<file path="config.mk">
export PLATFORM = sky130hd
export DESIGN_NAME = lpddr2_avm_arbiter
export DESIGN_NICKNAME = d
export VERILOG_FILES = /design/src/rtl/lpddr2_arb_pkg.sv /design/src/rtl/lpddr2_tag_fifo.sv /design/src/rtl/lpddr2_avm_arbiter.sv
export SDC_FILE = /design/constraint.sdc
export NUM_CORES = 1
export LEC_CHECK = 0
export CORE_MARGIN = 1
export CORE_UTILIZATION = 33
export CTS_CLUSTER_DIAMETER = 80
export DETAILED_ROUTE_END_ITERATION = 16
export HOLD_SLACK_MARGIN = 0.02
export PLACE_DENSITY = 0.81
export SLEW_MARGIN = 5
export SYNTH_ARGS = -nofsm -noshare
export SYNTH_HDL_FRONTEND = slang
export SYNTH_HIERARCHICAL = 1
export SYNTH_SLANG_ARGS = --single-unit
export TNS_END_PERCENT = 20
</file>
<file path="constraint.sdc">
create_clock -name avm_clk -period 2.7 [get_ports avm_clk]
set_input_delay 0.27 -clock avm_clk [delete_from_list [all_inputs] [get_ports avm_clk]]
set_output_delay 0.27 -clock avm_clk [all_outputs]
set_load 0.1 [all_outputs]
</file>
<file path="src/rtl/lpddr2_arb_pkg.sv">
// Shared types for the LPDDR2 Avalon-MM arbiter.
// Holds the FSM states, the requester ID type and the command-kind encodings.
package lpddr2_arb_pkg;

   typedef enum logic {
      IDLE  = 1'b0,
      ISSUE = 1'b1
   } state_e;

   typedef logic req_id_t;

   localparam logic CMD_RD = 1'b0;
   localparam logic CMD_WR = 1'b1;

endpackage

</file>
<file path="src/rtl/lpddr2_tag_fifo.sv">
// Read-tag FIFO: remembers which requester owns each outstanding MPFE read, in issue order.
// Pop on empty and push on full are ignored; the parent flags orphan returns itself.
module lpddr2_tag_fifo
   import lpddr2_arb_pkg::*;
#(
   parameter  int MAX_RD = 4,
   localparam int CNT_W  = $clog2(MAX_RD + 1),
   localparam int PTR_W  = (MAX_RD > 1) ? $clog2(MAX_RD) : 1
) (
   input  logic             clk_i,
   input  logic             rst_i,
   input  logic             push_i,
   input  req_id_t          push_id_i,
   input  logic             pop_i,
   output req_id_t          head_o,
   output logic [CNT_W-1:0] count_o,
   output logic             full_o,
   output logic             empty_o
);

   req_id_t          mem_q [MAX_RD];
   logic [PTR_W-1:0] wr_ptr_q;
   logic [PTR_W-1:0] rd_ptr_q;
   logic [CNT_W-1:0] count_q;
   logic             do_push;
   logic             do_pop;

   function automatic logic [PTR_W-1:0] ptr_inc(input logic [PTR_W-1:0] p);
      return (p == PTR_W'(MAX_RD - 1)) ? '0 : p + 1'b1;
   endfunction

   assign full_o  = (count_q == CNT_W'(MAX_RD));
   assign empty_o = (count_q == '0);
   assign do_push = push_i & ~full_o;
   assign do_pop  = pop_i & ~empty_o;
   assign head_o  = mem_q[rd_ptr_q];
   assign count_o = count_q;

   // NOTE: the tag storage is not reset; pointers and count alone decide which entries are live.
   always_ff @(posedge clk_i) begin
      if (do_push) begin
         mem_q[wr_ptr_q] <= push_id_i;
      end
   end

   // NOTE: sequential state uses non-blocking assignments so every flop samples pre-edge values.
   always_ff @(posedge clk_i or posedge rst_i) begin
      if (rst_i) begin
         wr_ptr_q <= '0;
         rd_ptr_q <= '0;
         count_q  <= '0;
      end else begin
         if (do_push) begin
            wr_ptr_q <= ptr_inc(wr_ptr_q);
         end
         if (do_pop) begin
            rd_ptr_q <= ptr_inc(rd_ptr_q);
         end
         case ({do_push, do_pop})
            2'b10:   count_q <= count_q + 1'b1;
            2'b01:   count_q <= count_q - 1'b1;
            default: count_q <= count_q;
         endcase
      end
   end

endmodule

</file>
<file path="src/rtl/lpddr2_avm_arbiter.sv">
// Two-requester Avalon-MM arbiter sharing one LPDDR2 MPFE port between the instruction and data bridges.
// Round-robin grant, one registered command in flight, read tags route readdatavalid back in return order.
module lpddr2_avm_arbiter
   import lpddr2_arb_pkg::*;
#(
   parameter int ADDR_W = 27,
   parameter int DATA_W = 32,
   parameter int MAX_RD = 4
) (
   input  logic                avm_clk,
   input  logic                avm_rst,
   input  logic                cal_ready,

   input  logic [ADDR_W-1:0]   r0_address,
   input  logic                r0_read,
   input  logic                r0_write,
   input  logic [DATA_W-1:0]   r0_writedata,
   input  logic [DATA_W/8-1:0] r0_byteenable,
   output logic                r0_waitrequest,
   output logic [DATA_W-1:0]   r0_readdata,
   output logic                r0_readdatavalid,

   input  logic [ADDR_W-1:0]   r1_address,
   input  logic                r1_read,
   input  logic                r1_write,
   input  logic [DATA_W-1:0]   r1_writedata,
   input  logic [DATA_W/8-1:0] r1_byteenable,
   output logic                r1_waitrequest,
   output logic [DATA_W-1:0]   r1_readdata,
   output logic                r1_readdatavalid,

   output logic [ADDR_W-1:0]   m_address,
   output logic                m_read,
   output logic                m_write,
   output logic [DATA_W-1:0]   m_writedata,
   output logic [DATA_W/8-1:0] m_byteenable,
   input  logic                m_waitrequest,
   input  logic [DATA_W-1:0]   m_readdata,
   input  logic                m_readdatavalid,

   output logic                err_orphan
);

   localparam int BE_W  = DATA_W / 8;
   localparam int CNT_W = $clog2(MAX_RD + 1);

   state_e            state_q, state_d;
   req_id_t           prio_q, prio_d;
   logic [ADDR_W-1:0] cmd_addr_q, cmd_addr_d;
   logic [DATA_W-1:0] cmd_data_q, cmd_data_d;
   logic [BE_W-1:0]   cmd_be_q, cmd_be_d;
   logic              cmd_kind_q, cmd_kind_d;
   logic              err_orphan_q, err_orphan_d;

   logic              arb_en;
   logic              rd_room;
   logic              elig0, elig1;
   req_id_t           winner;
   logic              win_write;
   logic [ADDR_W-1:0] win_addr;
   logic [DATA_W-1:0] win_data;
   logic [BE_W-1:0]   win_be;
   logic              grant;

   logic              tag_push;
   req_id_t           tag_head;
   logic [CNT_W-1:0]  tag_count;
   logic              tag_full;
   logic              tag_empty;

   // Reset is folded in so a requester never sees waitrequest drop while the block is held in reset.
   assign arb_en  = cal_ready & ~avm_rst;
   assign rd_room = (tag_count < CNT_W'(MAX_RD));
   assign elig0   = arb_en & (r0_write | (r0_read & rd_room));
   assign elig1   = arb_en & (r1_write | (r1_read & rd_room));

   assign winner    = (elig0 & elig1) ? prio_q : req_id_t'(elig1);
   assign win_write = winner ? r1_write      : r0_write;
   assign win_addr  = winner ? r1_address    : r0_address;
   assign win_data  = winner ? r1_writedata  : r0_writedata;
   assign win_be    = winner ? r1_byteenable : r0_byteenable;

   always_comb begin
      // NOTE: every signal driven here gets a default first, so no path can infer a latch.
      state_d    = state_q;
      prio_d     = prio_q;
      cmd_addr_d = cmd_addr_q;
      cmd_data_d = cmd_data_q;
      cmd_be_d   = cmd_be_q;
      cmd_kind_d = cmd_kind_q;
      grant      = 1'b0;
      case (state_q)
         IDLE: begin
            if (elig0 | elig1) begin
               grant      = 1'b1;
               cmd_addr_d = win_addr;
               cmd_data_d = win_data;
               cmd_be_d   = win_be;
               cmd_kind_d = win_write ? CMD_WR : CMD_RD;
               prio_d     = ~winner;
               state_d    = ISSUE;
            end
         end
         ISSUE: begin
            if (!m_waitrequest) begin
               state_d = IDLE;
            end
         end
         default: state_d = IDLE;
      endcase
   end

   assign tag_push     = grant & ~win_write & ~tag_full;
   assign err_orphan_d = err_orphan_q | (m_readdatavalid & tag_empty);

   always_ff @(posedge avm_clk or posedge avm_rst) begin
      if (avm_rst) begin
         state_q      <= IDLE;
         prio_q       <= 1'b0;
         cmd_addr_q   <= '0;
         cmd_data_q   <= '0;
         cmd_be_q     <= '0;
         cmd_kind_q   <= CMD_RD;
         err_orphan_q <= 1'b0;
      end else begin
         state_q      <= state_d;
         prio_q       <= prio_d;
         cmd_addr_q   <= cmd_addr_d;
         cmd_data_q   <= cmd_data_d;
         cmd_be_q     <= cmd_be_d;
         cmd_kind_q   <= cmd_kind_d;
         err_orphan_q <= err_orphan_d;
      end
   end

   lpddr2_tag_fifo #(
      .MAX_RD (MAX_RD)
   ) u_tag_fifo (
      .clk_i     (avm_clk),
      .rst_i     (avm_rst),
      .push_i    (tag_push),
      .push_id_i (winner),
      .pop_i     (m_readdatavalid),
      .head_o    (tag_head),
      .count_o   (tag_count),
      .full_o    (tag_full),
      .empty_o   (tag_empty)
   );

   assign m_address    = cmd_addr_q;
   assign m_writedata  = cmd_data_q;
   assign m_byteenable = cmd_be_q;
   assign m_read       = (state_q == ISSUE) & (cmd_kind_q == CMD_RD);
   assign m_write      = (state_q == ISSUE) & (cmd_kind_q == CMD_WR);

   assign r0_waitrequest = ~(grant & (winner == 1'b0));
   assign r1_waitrequest = ~(grant & (winner == 1'b1));

   assign r0_readdata      = m_readdata;
   assign r1_readdata      = m_readdata;
   assign r0_readdatavalid = m_readdatavalid & ~tag_empty & (tag_head == 1'b0);
   assign r1_readdatavalid = m_readdatavalid & ~tag_empty & (tag_head == 1'b1);

   assign err_orphan = err_orphan_q;

endmodule

</file>
# Word-level counts from Yosys, hierarchy flattened
# Memories as Yosys holds them, arrays and structs flattened.
# Index checks and enable logic that the tools add are counted.
# totals
ram_bits	4
rom_bits	0
elab_cells	70
memories	1
latch_bits	0
output_inout_bits	134
register_bits	74
# mem_list
memory	depth	width	rd	rd_clocked_by_memory_dff	wr	line	text
u_tag_fifo.mem_q	4	1	1	0	1	lpddr2_tag_fifo.sv:21	req_id_t mem_q [MAX_RD];
# classes
n_reduce_logical	3
n_eq_ne	5
add_sub_neg	4
n_shift	0
bitwise_logic	31
magnitude_cmp	1
n_mul	0
mux	15
n_div	0
# ops
cell	n
32-bit 2-to-1 mux	1
27-bit 2-to-1 mux	1
1-bit bitwise AND	17
1-bit NOT	10
1-bit 2-to-1 mux	8
2-bit == test (second input constant)	3
3-bit one-hot mux with 2 select lines	1
2-bit by 1-bit adder with 2-bit output (second input constant)	2
2-bit 2-to-1 mux	2
4-bit 2-to-1 mux	1
1-bit bitwise OR	4
3-bit by 1-bit adder with 3-bit output (second input constant)	1
3-bit == test (second input constant)	1
3-bit zero test	1
3-bit < comparator (second input constant)	1
3-bit by 1-bit subtractor with 3-bit output (second input constant)	1
2-bit by 1-bit == test with 1-bit output (second input constant)	1
1-bit one-hot mux with 2 select lines	1
2-bit AND reduction	1
2-bit nonzero test	1

# Longest topological paths before layout
# depth
depth_word	13
ltp_mapped	14
ltp_nobuf	12

# Modules after synthesis
# Netlist, hierarchy kept.
# by_module_without_submodules
mod	instances	area_per_inst_um2	cells_per_inst
lpddr2_avm_arbiter	1	4052.6	463
lpddr2_tag_fifo	1	605.6	46

# Worst setup path after synthesis
# No wires, ideal clock.
# synth_path
path_type	reg-to-output
start	register u_tag_fifo.rd_ptr_q[0]
end	output port r0_readdatavalid
t_arrival_ns	3.108
slack_ns	-0.678
path_stages_with_launch	3
cell_sequence	dfrtp_1 -> mux4_2 -> nor3b_1
# synth_between
elab_chain_cells	3
# synth_lines
item	line	text
from (decl)	lpddr2_tag_fifo.sv:23	logic [PTR_W-1:0] rd_ptr_q;
from (signal assigned)	lpddr2_tag_fifo.sv:57	rd_ptr_q <= ptr_inc(rd_ptr_q);
memory read 4 x 1 bit	--	
via tag_head	lpddr2_avm_arbiter.sv:66	req_id_t tag_head;
1-bit NOT	lpddr2_avm_arbiter.sv:161	assign r0_readdatavalid = m_readdatavalid & ~tag_empty & (tag_head == 1'b0);
1-bit bitwise AND	lpddr2_avm_arbiter.sv:161	
to (decl)	lpddr2_avm_arbiter.sv:21	output logic r0_readdatavalid,
# The timed path passes the listed nets, and every way through them passes these cells.

# Worst setup path in the final report
# layout_path
start	input port r1_read
end	output port r0_waitrequest
# layout_between
elab_chain_cells	8
# layout_lines
item	line	text
from (decl)	lpddr2_avm_arbiter.sv:24	input logic r1_read,
1-bit bitwise AND (*)	lpddr2_avm_arbiter.sv:75	assign elig1 = arb_en & (r1_write | (r1_read & rd_room));
1-bit bitwise OR (*)	lpddr2_avm_arbiter.sv:75	
1-bit bitwise AND (*)	lpddr2_avm_arbiter.sv:75	
1-bit bitwise OR or 1-bit bitwise AND (tied branches)	lpddr2_avm_arbiter.sv:94, lpddr2_avm_arbiter.sv:77	
1-bit 2-to-1 mux (on tied branches)	lpddr2_avm_arbiter.sv:94, lpddr2_avm_arbiter.sv:77	
1-bit 2-to-1 mux or 1-bit NOT (tied branches)	lpddr2_avm_arbiter.sv:92, lpddr2_avm_arbiter.sv:156	
1-bit bitwise AND (*)	lpddr2_avm_arbiter.sv:156	assign r0_waitrequest = ~(grant & (winner == 1'b0));
1-bit NOT (*)	lpddr2_avm_arbiter.sv:156	
to (decl)	lpddr2_avm_arbiter.sv:19	output logic r0_waitrequest,
# Every way passes the cells marked *; elsewhere a longest branch is shown, timed or not.

==> out/results.txt <==
Antenna Violating Nets Remaining = 0
Compound-Gate Fraction of Synth Area = 23.2%
WL final = 13.3 mm
largest net degree at the start of global routing = 130
Final WS setup = 291 ps
Least-Margin Pin Slew = 797 ps
CP startpoint kind = input port
global route total overflow = 0
clock sinks = 78
LEAKAGE = 2.62 nW
Placed Area = 6240 um2
CTS tree = done
Die Y = 121 um
# resized after CTS = 0
antenna violations before repair = 0
mean area per synthesized cell = 9.15 um2
Worst Hold Margin = 449 ps
post-synthesis xor/xnor area fraction = 0.564%
Multi-input gate area = 1990 um2
GRT Total Usage = 18.6%
Setup CP Type = input port to output pin
IO Count = 301
H-Tree Depth = 3
GP Congestion = 0.775
Crit. End Element = output pin
total CTS buffers = 9
Slew Limit Fails = 0
Yosys cell types = 40
main combinational cell family by area after synthesis = compound AO/OA/AOI/OAI gates
TritonRoute pass-1 iters = 6
die area = 14600 um2
WL per Instance = 16.5 um
Post-Synth Simple-Gate Area = 14.6%
synthesis-to-layout area growth = 39.2%
cts hold-fix bufs = 0
share of cells above drive strength 1 = 18.3%
storage element area = 1970 um2
HPWL Detailed = 9.11 mm
routed vias/inst = 5.25
Mapped Area = 4660 um2
Final Instance Count excl. Fillers = 808
CTS root buf = clkbuf_16
antenna cell count = 0
Synth Instances = 509
Max rail drop VDD = 0.843 mV
clk buf depth = 2
Inst Count DP = 794
pwr dens = 1300 nW/um2
final setup vio count = 0
RSZ-0062 raised after global routing = no
dpl ws = 4.21 ps
Skew-Pair Late Insertion Delay = 330 ps
Synth Warn # = 6
DRT iter0 DRCs = 197
max_cap viols = 0
via count = 4238
Starting Density = 33.7%
mux contribution to synthesized area = 1.67%
syn_nets = 683
core area = 13800 um2
fill count = 1337
fin area = 6490 um2
chip width = 121 um
period utilization = 89.2%
max frequency = 0.415 GHz
WP data arrival = 2140 ps
post-CTS setup buffers = 0
NumNets Final = 799
Period minus WS final = 2410 ps
Sum Neg Setup Slack = 0 ps
drt drc = 0
Worst EP required = 2430 ps
HP Class = input port to async pin
Max FO, Critical Path = 33
Layout Skew = 5.67 ps
Reg clk slew, reported paths = 60 ps
first-pass GRT wire length = 21.4 mm
status = completed
number of global-route vias before repair = 4283
final hold vios = 0
Seq/Total Area, Yosys = 42.3%
Slew HR = 46.7%
area share of fa/ha/maj cells after synthesis = 2.04%
I/O Buffers = 204
flops & latches, synth = 78
num rows = 43
-- critical path: stages --
cell and delay [ps]:
clkdlybuf4s50_1 450, nor2b_1 190, nor2_4 620, or2_2 260
nand3_1 120, buf_12 220
-- worst paths after layout --
| check | cells after the start | slack [ps] | start | endpoint |
|---|---|---|---|---|
| worst max register to register | 12 | 320 | u_tag_fifo/count_o[2] | u_tag_fifo/count_o[2] |
| min in group avm_clk | 1 | 470 | err_orphan | err_orphan |
| max in group asynchronous | 4 | 1730 | avm_rst | m_writedata[10] |
| worst min register to register | 1 | 470 | err_orphan | err_orphan |
| worst max-delay path | 6 | 290 | r1_read | r0_waitrequest |
| worst min-delay path | 3 | 450 | avm_rst | u_tag_fifo/rd_ptr_q[0] |
-- through the flow --
stage | utilization, % | total power (W)
5_1_grt | 46.9 | 0.00883
6_report | 46.9 | 0.00844
3_3_place_gp | 45.1 | 0.00736
2_1_floorplan | - | 0.00655
4_1_cts | 46.9 | 0.00852
3_5_place_dp | 45.1 | 0.00742
-- placed cells by master (no fill, tap or decap), types with 2 or more instances in the layout --
master,count
nor2_1,5
clkbuf_1,2
ha_1,6
and2_2,4
buf_4,81
o2111ai_1,63
nand2_1,130
buf_12,3
clkinv_2,3
mux2_2,2
mux2_1,2
clkdlybuf4s50_1,134
xor2_1,2
and2_1,2
nor3b_2,2
nor2b_1,3
clkbuf_16,9
o211ai_1,64
edfxtp_1,4
dfrtp_1,74
inv_1,9
-- logic make-up (layout without fill, tap and decap cells) --
kind of cell	after synthesis	in the layout
AO/OA/AOI/OAI	134	134
XOR/XNOR	3	3
adder cells (fa/ha/maj)	7	7
buffers and inverters	123	242
flip-flops	78	78
multiplexers	6	6
AND/OR/NAND/NOR	158	158
-- sequential cells by signal, indices dropped and copies added, names as in the netlist, 2 cells and up --
register	cells
u_tag_fifo/rd_ptr_q	2
m_byteenable	4
u_tag_fifo/count_o	3
m_address	27
u_tag_fifo/wr_ptr_q	2
m_writedata	32
u_tag_fifo/mem_q	4
-- cell type report --
cell class                 count  area share [%]
clock buffer                  11            3.59
clock inverter                 3           0.231
inverter                      10           0.579
multi-input combinational    308            30.7
sequential                    78            30.4
tap                          180            3.47
timing repair buffer         218            31.0
-- power breakdown --
group          switching (W)  internal [W]  total [W]
logic                0.00421       0.00118    0.00539
registers           0.000324       0.00166    0.00199
clock network       0.000456      0.000608    0.00106
total                0.00499       0.00345    0.00844
-- synthesized netlist by cell type --
library cell	instances	area [um2]
a21bo_1	1	10.0
a21o_1	1	7.51
a21oi_1	2	10.0
a22o_1	1	8.76
and2_1	2	12.5
and2_2	4	30.0
and3b_1	1	8.76
and4b_1	1	10.0
buf_1	3	11.3
buf_2	12	60.1
buf_4	64	480
buf_6	1	11.3
clkbuf_1	33	124
dfrtp_1	74	1850
edfxtp_1	4	120
fa_1	1	20.0
ha_1	6	75.1
inv_1	10	37.5
mux2_1	2	22.5
mux2_2	2	22.5
mux2i_1	1	10.0
mux4_2	1	22.5
nand2_1	131	492
nand2b_1	1	6.26
nand2b_4	1	13.8
nand3_1	1	5.00
nor2_1	6	22.5
nor2b_1	3	18.8
nor2b_2	1	8.76
nor3_1	1	5.00
nor3_2	1	10.0
nor3b_1	1	7.51
nor3b_2	2	25.0
o2111ai_1	63	552
o211ai_1	64	480
o21ai_1	1	5.00
o21bai_1	1	7.51
or2_2	1	6.26
xnor2_1	1	8.76
xor2_1	2	17.5
-- layer usage --
metal	global-route usage, %	up-vias	routed length, um
met3	4.29	33	935
met4	9.49	0	359
met1	23.0	2015	5630
met2	30.0	187	6400
li1	-	2003	-
met5	0	-	0
Power figures use the tool's default switching activity.
